`config.mk`:
```
export PLATFORM = sky130hd
export DESIGN_NAME = pe_seq_ctrl
export DESIGN_NICKNAME = d
export VERILOG_FILES = /design/src/rtl/pe_seq_ctrl.sv
export SDC_FILE = /design/constraint.sdc
export NUM_CORES = 1
export LEC_CHECK = 0
export ABC_AREA = 1
export CORE_MARGIN = 2
export CORE_UTILIZATION = 48
export CTS_CLUSTER_DIAMETER = 120
export CTS_CLUSTER_SIZE = 16
export DETAILED_ROUTE_END_ITERATION = 8
export PLACE_DENSITY = 0.78
export SLEW_MARGIN = 5
export SYNTH_ARGS = -nofsm -noshare
export SYNTH_HDL_FRONTEND = slang
export SYNTH_SLANG_ARGS = --single-unit
```
`constraint.sdc`:
```
create_clock -name clk -period 2.5 [get_ports clk]
set_input_delay 0.5 -clock clk [delete_from_list [all_inputs] [get_ports clk]]
set_output_delay 0.5 -clock clk [all_outputs]
set_load 0.005 [all_outputs]
```
`src/rtl/pe_seq_ctrl.sv`:
```
// Sequencer for a weight-stationary MAC processing element: loads weights, streams
// activation vectors, and returns per-vector dot products as differences from a running base.
module pe_seq_ctrl #(
    parameter int IN_PRECISION  = 16,
    parameter int OUT_PRECISION = 32,
    parameter int REG_SIZE      = 4,
    parameter int LEN_W         = 8
) (
    input  logic                       clk,
    input  logic                       rst,
    input  logic                       start,
    input  logic [$clog2(REG_SIZE)-1:0] num_wgt,
    input  logic [LEN_W-1:0]           num_vec,
    output logic                       busy,
    output logic                       cfg_err,
    input  logic                       wgt_valid,
    output logic                       wgt_ready,
    input  logic [IN_PRECISION-1:0]    wgt_data,
    input  logic                       act_valid,
    output logic                       act_ready,
    input  logic [IN_PRECISION-1:0]    act_data,
    output logic                       res_valid,
    input  logic                       res_ready,
    output logic [OUT_PRECISION-1:0]   res_data,
    output logic                       pe_rst,
    output logic [IN_PRECISION-1:0]    pe_act,
    output logic [IN_PRECISION-1:0]    pe_wgt,
    output logic                       pe_store,
    output logic                       pe_reuse,
    output logic                       pe_finish,
    output logic [REG_SIZE-1:0]        pe_addr,
    input  logic [OUT_PRECISION-1:0]   pe_out
);

    localparam int IDX_W = $clog2(REG_SIZE);
    localparam logic [IDX_W:0] MAX_WGT = (IDX_W+1)'(REG_SIZE - 1);

    localparam logic [2:0] S_PRST    = 3'd0;
    localparam logic [2:0] S_IDLE    = 3'd1;
    localparam logic [2:0] S_LOAD    = 3'd2;
    localparam logic [2:0] S_COMPUTE = 3'd3;
    localparam logic [2:0] S_FIN     = 3'd4;
    localparam logic [2:0] S_CAP     = 3'd5;
    localparam logic [2:0] S_OUT     = 3'd6;

    logic [2:0]               state;
    logic [2:0]               next_state;
    logic                     prst_cnt;
    logic [IDX_W-1:0]         idx;
    logic [IDX_W-1:0]         nw_q;
    logic [LEN_W-1:0]         vec_cnt;
    logic [OUT_PRECISION-1:0] base;
    logic                     cfg_ok;
    logic                     wgt_fire;
    logic                     act_fire;
    logic                     last_idx;

    assign cfg_ok    = (num_wgt != '0) && ({1'b0, num_wgt} <= MAX_WGT);
    assign wgt_ready = (state == S_LOAD);
    assign act_ready = (state == S_COMPUTE);
    assign wgt_fire  = wgt_valid && wgt_ready;
    assign act_fire  = act_valid && act_ready;
    assign last_idx  = (idx == nw_q - 1'b1);

    // PE operands are zero unless a handshake is happening this very cycle,
    // so stalled COMPUTE cycles become harmless zero MACs.
    assign pe_store  = wgt_fire;
    assign pe_reuse  = act_fire;
    assign pe_finish = (state == S_FIN);
    assign pe_wgt    = wgt_fire ? wgt_data : '0;
    assign pe_act    = act_fire ? act_data : '0;
    assign pe_addr   = (wgt_fire || act_fire) ? REG_SIZE'(idx) + REG_SIZE'(1) : '0;

    always_comb begin
        next_state = state;
        case (state)
            S_PRST:    if (prst_cnt) next_state = S_IDLE;
            S_IDLE:    if (start && cfg_ok) next_state = S_LOAD;
            S_LOAD:    if (wgt_fire && last_idx)
                           next_state = (vec_cnt != '0) ? S_COMPUTE : S_IDLE;
            S_COMPUTE: if (act_fire && last_idx) next_state = S_FIN;
            S_FIN:     next_state = S_CAP;
            S_CAP:     next_state = S_OUT;
            S_OUT:     if (res_ready)
                           next_state = (vec_cnt == LEN_W'(1)) ? S_IDLE : S_COMPUTE;
            default:   next_state = S_PRST;
        endcase
    end

    // The PE accumulator is never cleared by start, so base survives commands
    // and is only zeroed together with a PE reset.
    always_ff @(posedge clk or negedge rst) begin
        if (!rst) begin
            state     <= S_PRST;
            prst_cnt  <= 1'b0;
            idx       <= '0;
            nw_q      <= '0;
            vec_cnt   <= '0;
            base      <= '0;
            res_data  <= '0;
            res_valid <= 1'b0;
            busy      <= 1'b1;
            cfg_err   <= 1'b0;
            pe_rst    <= 1'b1;
        end else begin
            state   <= next_state;
            busy    <= (next_state != S_IDLE);
            pe_rst  <= (next_state == S_PRST);
            cfg_err <= (state == S_IDLE) && start && !cfg_ok;
            case (state)
                S_PRST: begin
                    prst_cnt  <= !prst_cnt;
                    idx       <= '0;
                    vec_cnt   <= '0;
                    base      <= '0;
                    res_data  <= '0;
                    res_valid <= 1'b0;
                end
                S_IDLE: begin
                    if (start && cfg_ok) begin
                        nw_q    <= num_wgt;
                        vec_cnt <= num_vec;
                        idx     <= '0;
                    end
                end
                S_LOAD, S_COMPUTE: begin
                    if (wgt_fire || act_fire)
                        idx <= last_idx ? '0 : idx + 1'b1;
                end
                S_CAP: begin
                    res_data  <= pe_out - base;
                    base      <= pe_out;
                    res_valid <= 1'b1;
                end
                S_OUT: begin
                    if (res_ready) begin
                        res_valid <= 1'b0;
                        vec_cnt   <= vec_cnt - 1'b1;
                        idx       <= '0;
                    end
                end
                default: ;
            endcase
        end
    end

endmodule
```
==> impl_metrics.yaml, run 1 <==
pwr:
  combPwrFrac_pct: 52.9
  p_per_area_mw_per_mm2: 859
  vdd_drop_max_mv: 0.550
  p_sw_w: 0.00307
  p_sw_share_pct: 42.0
  p_leak_nw: 4.75
  intPower_w: 0.00424
  pwr-share-clk_pct: 19.9
  power_frac_seq_pct: 27.2
clock_tree:
  cts_max_level: 3
  cts_made_buffers: 9
  clock_sinks: 84
  cts.clk_slew.worst_paths_ns: 0.06
  cts_hold_buffers: 0
  cts_tree: "done"
  root_buffer: "clkbuf_16"
  insertion_delay_ns: 0.35
  cts_max_path_buffers: 2
global_routing:
  overflow: 0
  grt_pass1_wl_mm: 29.4
  first_global_vias: 6318
  grt_max_degree: 44
  track_usage_pct: 25.8
  antenna_found_initial: 0
floorplan:
  rows: 41
  core_area_mm2: 0.0127
  start_util_pct: 49.5
  ioPinCount: 157
  die_w_um: 118
  dieHeight_um: 118
  die_area_mm2: 0.0140
placed_design:
  preCtsSetupSlack_ns: -0.0443
  place_hpwl_mm: 13.7
  port_buffers: 155
  gp_congestion: 0.929
layout:
  final_util_pct: 67.2
  n_antenna_cell: 0
  area_delta_synth_final_pct: 35.7
  drive_gt1_share_pct: 6.68
  final_nets: 1279
drt:
  vias: 6517
  via_per_inst: 4.86
  first_iter_violations: 382
  wl_per_cell_um: 13.4
  ant_nets: 0
  first_pass_iters: 5
  wl_mm: 17.9
  drc_errors: 0
logic_synthesis:
  synth_flop_cell: "dfrtp_1"
  synth_area_leaders: "dfrtp_1 33%, nand2_1 21%, inv_1 12%, ha_1 7.0%, nor2_1 5.2%"
  ys_ff_latch: 84
  postSynthCellCount: 986
  synth_fp_nets: 1102
  yosysTopAreaCell: "dfrtp_1"
  synth_top_cell_area_share_pct: 32.7
  syn_area_mm2: 0.00628
  synth_edf_count: 0
  ys_seq_area_share_pct: 33.5
  ys_warn_count: 0
  yosysMostFrequentCell: "nand2_1"
  async_reset_ff_share_pct: 100
  synth_commonest_cells: "349 x nand2_1, 204 x inv_1, 87 x nor2_1, 82 x dfrtp_1, 54 x o21ai_0"
  synth_cell_types: 45
  avgSynthCellArea_um2: 6.37
critical_path:
  ff2ff_path_depth: 11
  worstSetupStartpointType: "primary input"
  crit_path_end_kind: "primary output"
  cp.required_ns: 2.00
  r2r_end: "res_data[14]$_DFFE_PN0P_"
  cp_data_arrival_time_ns: 1.94
  critPathKind: "primary input to primary output"
  rrSetupSlack_ns: 0.54
  cp_max_fo: 18
  rr_startpoint: "base[0]$_DFFE_PN0P_"
sta:
  max_freq_ghz: 0.409
  tightest_slew_ns: 0.656
  setup_slack_ns: 0.0573
  setup_viol: 0
  slew_viol_final: 0
  fin_crit_ns: 2.44
  fin_crit_sh_pct: 97.7
  rsz0062_at_grt: "yes"
  max_slew_margin_pct: 56.2
  finalHoldViolations: 0
  skew_ns: 0.0101
hold_path:
  hold_class: "primary input to async pin"
run_status:
  status: "complete, no violations"
run:
  cap_violations: 0
worst max-delay path by stage:
stage                       start                        to  slack [ns]  depth (start not counted)
2_1_floorplan           pe_out[0]  res_data[28]$_DFFE_PN0P_        0.57                         13
3_3_place_gp            pe_out[0]  res_data[14]$_DFFE_PN0P_       0.001                         13
3_5_place_dp            pe_out[0]  res_data[22]$_DFFE_PN0P_       -0.04                         14
4_1_cts        state[0]$_DFF_PN0_                pe_addr[2]       0.003                          8
5_1_grt        state[0]$_DFF_PN0_                pe_addr[2]       -0.05                          8
6_report                act_valid                pe_addr[0]        0.06                          6
cell usage in the layout, fill, tap and decap left out, types with 3 or more instances in the layout:
cell type / count
dlymetal6s2s_1: 9
ha_1: 35
nand2_2: 3
buf_4: 28
clkdlybuf4s50_1: 145
nor2_1: 87
inv_2: 6
nand2_1: 349
nand3b_1: 5
or2_2: 3
dfrtp_1: 80
a21oi_1: 34
nand3_1: 45
nand4_1: 4
clkbuf_16: 9
nand3_2: 3
o21ai_1: 7
nor3_1: 11
nor2_2: 3
inv_1: 203
o22ai_1: 3
o21ai_0: 54
metrics by stage:
stage / setup TNS (ns) / hold WS [ns] / power (W) / instance area [µm²] / std cells
5_1_grt: -0.100 / 0.207 / 0.00790 / 8520 / 1340
6_report: 0 / 0.171 / 0.00731 / 8520 / 1340
2_1_floorplan: 0 / 0.204 / 0.00430 / 6280 / 986
3_5_place_dp: -0.298 / 0.458 / 0.00574 / 8080 / 1315
3_3_place_gp: 0 / 0.458 / 0.00567 / 8080 / 1315
4_1_cts: 0 / 0.184 / 0.00727 / 8440 / 1334
flip-flops by register name (all words and copies together) (netlist names):
| register | count |
|---|---|
| res_valid | 1 |
| cfg_err | 1 |
| base | 32 |
| vec_cnt | 8 |
| busy | 1 |
| res_data | 32 |
| nw_q | 2 |
| state | 3 |
| idx | 2 |
| prst_cnt | 1 |
| pe_rst | 1 |
power groups by stage:
stage | clock (W) | combinational [W] | sequential (W)
finish | 0.00146 | 0.00387 | 0.00199
CTS | 0.00147 | 0.00382 | 0.00199
global placement | 0 | 0.00366 | 0.00201
global route | 0.00153 | 0.00433 | 0.00204
detailed placement | 0 | 0.00373 | 0.00201
floorplan | 0 | 0.00234 | 0.00197
layer usage:
| metal | vias up | track usage, % | part of all wire (%) |
|---|---|---|---|
| li1 | 3344 | - | - |
| met4 | 0 | 7.38 | 2.0 |
| met2 | 208 | 45.0 | 49 |
| met5 | - | 0 | 0 |
| met3 | 29 | 6.71 | 7.3 |
| met1 | 2936 | 31.4 | 42 |
layout make-up:
type / count / area (µm²)
fillers: 1146 / 4160
multi-input cells: 673 / 3280
flip-flops and latches: 84 / 2110
repair buffers: 183 / 1790
inverters: 212 / 800
clock buffers: 10 / 229
well taps: 172 / 215
clock inverters: 6 / 90.1
cell families after synthesis:
kind of cell	synth area share, %
xor+xnor	0.419
compound gates	10.2
buf+inv	14.5
simple gates	34.0
flops	33.5
other cells	0.0597
fa+ha+maj	7.30
worst max-delay path, stage by stage:
cell             delay (ns)
clkdlybuf4s50_1        0.56
nand2_8                0.12
nand2_1                0.10
inv_1                  0.07
nor2_1                 0.09
clkdlybuf4s50_1        0.51
what timing repair did:
action                                 in CTS  in global routing
endpoints found under the hold margin       0                  0
gates cloned                                0                  0
setup endpoints to repair                   4                  3
pin swaps                                   2                  1
resized for setup                           4                 11
buffers inserted                            3                  6
Note: power is estimated with default switching activity, not from simulation.
==> inputs of run 2 (changes only) <==
CORE_ASPECT_RATIO = 1.1   (was not set)
CORE_UTILIZATION = 51   (was 48)
PLACE_DENSITY = 0.82   (was 0.78)
clock period = 2.8 ns   (was 2.5 ns; I/O delays follow)
==> impl_metrics.yaml, run 2 (synthesis gave the netlist of run 1 again) <==
drt:
  vias: 6464
  first_pass_iters: 7
  drc_errors: 0
  via_per_inst: 4.98
  ant_nets: 0
  first_iter_violations: 385
  wl_per_cell_um: 13.2
  wl_mm: 17.2
run_status:
  status: "complete, no violations"
layout:
  final_util_pct: 69.1
  largest_registers: "base x32, res_data x32, vec_cnt x8"
  final_cell_area_mm2: 0.00832
  area_delta_synth_final_pct: 32.5
  final_nets: 1256
  mostFrequentLayoutCells: "349 x nand2_1, 203 x inv_1, 154 x clkdlybuf4s50_1"
  n_antenna_cell: 0
  layout_commonest_cell: "nand2_1"
  final_cells: 1299
  drive_gt1_share_pct: 4.63
sta:
  skew_ns: 0.0117
  max_freq_ghz: 0.375
  fin_crit_ns: 2.67
  tns_ns: 0
  finalHoldViolations: 0
  max_slew_margin_pct: 58.2
  rsz0062_at_grt: "no"
  slew_viol_final: 0
  fin_crit_sh_pct: 95.3
  tightest_slew_ns: 0.626
  setup_viol: 0
critical_path:
  cp.required_ns: 2.24
  crit_top_cell: "inv_2"
  cp_cell_sequence: "inv_2 -> nand3_2 -> inv_2 -> nand2_4 -> nand2_1 -> inv_1 -> nor2_1 -> clkdlybuf4s50_1"
  cp_data_arrival_time_ns: 2.11
  cp_slowest_stage_delay_ns: 0.51
  crit_path_end_kind: "primary output"
  rrSetupSlack_ns: 0.80
  rr_startpoint: "base[8]$_DFFE_PN0P_"
  cp_max_fo: 18
  worstSetupStartpointType: "register"
  cp_top_family: "buffers and inverters"
  worst_path_max_delay_cell: "clkdlybuf4s50_1"
  critPathKind: "register to primary output"
  r2r_end: "res_data[29]$_DFFE_PN0P_"
  crit_buf_inv: 4
  ff2ff_path_depth: 12
floorplan:
  ioPinCount: 157
  core_area_mm2: 0.0120
  dieHeight_um: 120
  start_util_pct: 52.2
  rows: 42
  die_w_um: 110
  die_area_mm2: 0.0132
placed_design:
  detailed_place.area_mm2: 0.00797
  place_hpwl_mm: 13.6
  gp_congestion: 0.951
  port_buffers: 155
  placed_cells: 1283
clock_tree:
  postCtsSetupBuffers: 0
  insertion_delay_ns: 0.35
  clock_sinks: 84
  root_buffer: "clkbuf_16"
  cts_made_buffers: 9
  cts_tree: "done"
  cts.clk_slew.worst_paths_ns: 0.06
  cts_max_path_buffers: 2
  cts_max_level: 3
hold_path:
  hold_class: "primary input to async pin"
global_routing:
  track_usage_pct: 27.6
  grt_pass1_wl_mm: 28.5
  overflow: 0
  first_global_vias: 6226
  grt_max_degree: 51
  antenna_found_initial: 0
pwr:
  p_leak_nw: 4.52
  p_per_area_mw_per_mm2: 774
  vdd_drop_max_mv: 0.428
run:
  cap_violations: 0
## run 2: cell types whose count changed in the layout (fill, tap and decap cells not counted), sizes merged
cell | before | now
clkinvlp | 1 | 0
clkinv | 5 | 3
bufinv | 2 | 3
dlymetal6s2s | 9 | 0
buf | 29 | 6
clkbuf | 10 | 12
clkdlybuf4s50 | 145 | 154
## run 2: per-stage QoR
step / hold slack [ns] / setup slack (ns) / total power, W
after floorplan: 0.264 / 0.808 / 0.00384
after global placement: 0.460 / 0.208 / 0.00498
after detailed placement: 0.461 / 0.163 / 0.00504
after CTS: 0.180 / 0.0620 / 0.00646
after global routing: 0.199 / 0.00379 / 0.00698
final: 0.166 / 0.131 / 0.00644
## run 2: worst max path at each step
| stage | from | end | slack [ns] | cells after the start |
|---|---|---|---|---|
| finish | state[2]$_DFF_PN0_ | pe_addr[1] | 0.13 | 8 |
| detailed placement | pe_out[0] | res_data[30]$_DFFE_PN0P_ | 0.16 | 14 |
| CTS | state[0]$_DFF_PN0_ | pe_wgt[11] | 0.06 | 7 |
| global placement | pe_out[0] | res_data[18]$_DFFE_PN0P_ | 0.21 | 14 |
| floorplan | pe_out[0] | res_data[28]$_DFFE_PN0P_ | 0.81 | 13 |
| global route | state[2]$_DFF_PN0_ | pe_addr[1] | 0.004 | 8 |
## run 2: power by group
| part | internal (W) | switching [W] |
|---|---|---|
| Clock | 0.000898 | 0.000487 |
| Sequential | 0.00157 | 0.000239 |
| Combinational | 0.00131 | 0.00193 |
## run 2: cell type report
cell class / instances / area [µm²]
clock inverter: 4 / 98.8
inverter: 212 / 797
fill: 1040 / 3720
tap: 154 / 193
clock buffer: 12 / 246
sequential: 84 / 2110
timing repair buffer: 160 / 1610
multi-input combinational: 673 / 3260
## run 2: repair_timing
action / 4_1_cts / 5_1_grt
hold buffers: 0 / 0
resized for setup: 0 / 2
endpoints found under the setup margin: 0 / 18
## run 2: metal layers
layer	global-route usage, %	vias to the layer above	routed length, µm
li1	-	3308	-
met1	33.8	2893	7230
met2	45.9	229	8190
met3	7.28	34	1350
met4	10.8	0	445
met5	0	-	0
==> inputs of run 3 (changes only) <==
CORE_MARGIN = 3   (was 2)
==> impl_metrics.yaml, run 3 (synthesis gave the netlist of run 1 again) <==
critical_path:
  cp.required_ns: 2.24
  worstSetupStartpointType: "register"
  cp_slowest_stage_delay_ns: 0.52
  r2r_end: "res_data[30]$_DFFE_PN0P_"
  crit_path_end_kind: "primary output"
  cp_cell_sequence: "inv_1 -> nand2_2 -> nor2_4 -> nand2_4 -> nand2_2 -> inv_1 -> nor2_1 -> clkdlybuf4s50_1"
  rr_startpoint: "base[0]$_DFFE_PN0P_"
  cp_max_fo: 10
  critPathKind: "register to primary output"
  ff2ff_path_depth: 12
  worst_path_max_delay_cell: "clkdlybuf4s50_1"
  cp_data_arrival_time_ns: 2.06
  cp_top_family: "buffers and inverters"
  crit_buf_inv: 3
  rrSetupSlack_ns: 0.74
global_routing:
  first_global_vias: 6429
  overflow: 0
  track_usage_pct: 27.0
  grt_pass1_wl_mm: 29.9
  grt_max_degree: 36
  antenna_found_initial: 0
sta:
  skew_ns: 0.0143
  rsz0062_at_grt: "no"
  fin_crit_ns: 2.62
  fin_crit_sh_pct: 93.7
  finalHoldViolations: 0
  max_freq_ghz: 0.381
  setup_viol: 0
  tns_ns: 0
  max_slew_margin_pct: 55.5
  tightest_slew_ns: 0.667
  slew_viol_final: 0
placed_design:
  gp_congestion: 0.950
  port_buffers: 155
  detailed_place.area_mm2: 0.00799
  place_hpwl_mm: 13.9
layout:
  area_delta_synth_final_pct: 32.8
  layout_commonest_cell: "nand2_1"
  largest_registers: "base x32, res_data x32, vec_cnt x8"
  final_cell_area_mm2: 0.00833
  mostFrequentLayoutCells: "348 x nand2_1, 204 x inv_1, 154 x clkdlybuf4s50_1"
  n_antenna_cell: 0
  drive_gt1_share_pct: 5.04
  nFillCells: 978
  final_nets: 1261
pwr:
  p_sw_w: 0.00265
  pwr-share-clk_pct: 20.7
  p_sw_share_pct: 41.5
  intPower_w: 0.00374
  power_frac_seq_pct: 27.9
  vdd_drop_max_mv: 0.444
  p_per_area_mw_per_mm2: 767
  combPwrFrac_pct: 51.4
  p_leak_nw: 4.53
run_status:
  status: "complete, no violations"
clock_tree:
  cts_max_path_buffers: 2
  insertion_delay_ns: 0.35
  cts_made_buffers: 9
  cts_max_level: 3
  cts.clk_slew.worst_paths_ns: 0.06
  root_buffer: "clkbuf_16"
  cts_tree: "done"
  clock_sinks: 84
  cts_hold_buffers: 0
drt:
  ant_nets: 0
  vias: 6460
  wl_mm: 17.6
  drc_errors: 0
  first_pass_iters: 5
  via_per_inst: 4.97
  first_iter_violations: 406
  wl_per_cell_um: 13.6
floorplan:
  die_w_um: 112
  ioPinCount: 157
  start_util_pct: 53.4
  rows: 41
  core_area_mm2: 0.0117
  die_area_mm2: 0.0137
  dieHeight_um: 122
hold_path:
  hold_class: "primary input to async pin"
run:
  cap_violations: 0
==> run 3: through the flow <==
step / utilization, % / worst slack, ns / hold slack [ns] / power (W) / std cells
finish: 70.9 / 0.176 / 0.175 / 0.00639 / 1300
global route: 70.9 / 0.0461 / 0.201 / 0.00695 / 1300
CTS: 70.8 / 0.0613 / 0.189 / 0.00637 / 1298
detailed placement: 68.0 / 0.112 / 0.459 / 0.00503 / 1282
global placement: 68.0 / 0.205 / 0.458 / 0.00497 / 1282
floorplan: - / 0.808 / 0.264 / 0.00384 / 986
==> run 3: worst max path at each step <==
stage	from	to	slack, ns	cells past startpoint
6_report	state[0]$_DFF_PN0_	pe_addr[2]	0.18	8
3_3_place_gp	wgt_valid	pe_addr[1]	0.20	6
2_1_floorplan	pe_out[0]	res_data[28]$_DFFE_PN0P_	0.81	13
5_1_grt	state[0]$_DFF_PN0_	pe_addr[1]	0.05	8
3_5_place_dp	pe_out[0]	res_data[30]$_DFFE_PN0P_	0.11	14
4_1_cts	state[1]$_DFF_PN0_	pe_addr[1]	0.06	7
==> run 3: cell type report <==
type | instances | area, µm² | share of cell area [%]
multi-input cells | 673 | 3270 | 39.2
well taps | 150 | 188 | 2.25
clock inverters | 3 | 68.8 | 0.826
flip-flops and latches | 84 | 2110 | 25.3
inverters | 212 | 797 | 9.56
repair buffers | 165 | 1650 | 19.8
clock buffers | 13 | 260 | 3.12
==> run 3: metal layers <==
layer	vias to the layer above	wire length (µm)	track usage, %
met4	0	366	8.21
met1	2896	7320	31.8
met5	-	0	0
met3	24	1450	7.94
met2	225	8510	47.6
li1	3315	-	-
==> run 3: timing repair <==
item | 4_1_cts | 5_1_grt
setup endpoints to repair | 0 | 3
resized for setup | 0 | 2
buffers inserted | 0 | 2
==> run 3: power groups by stage <==
stage,clock [W],sequential [W],combinational [W]
floorplan,0,0.00176,0.00209
global placement,0,0.00179,0.00319
detailed placement,0,0.00179,0.00324
CTS,0.00133,0.00178,0.00326
global route,0.00139,0.00182,0.00374
finish,0.00133,0.00178,0.00329
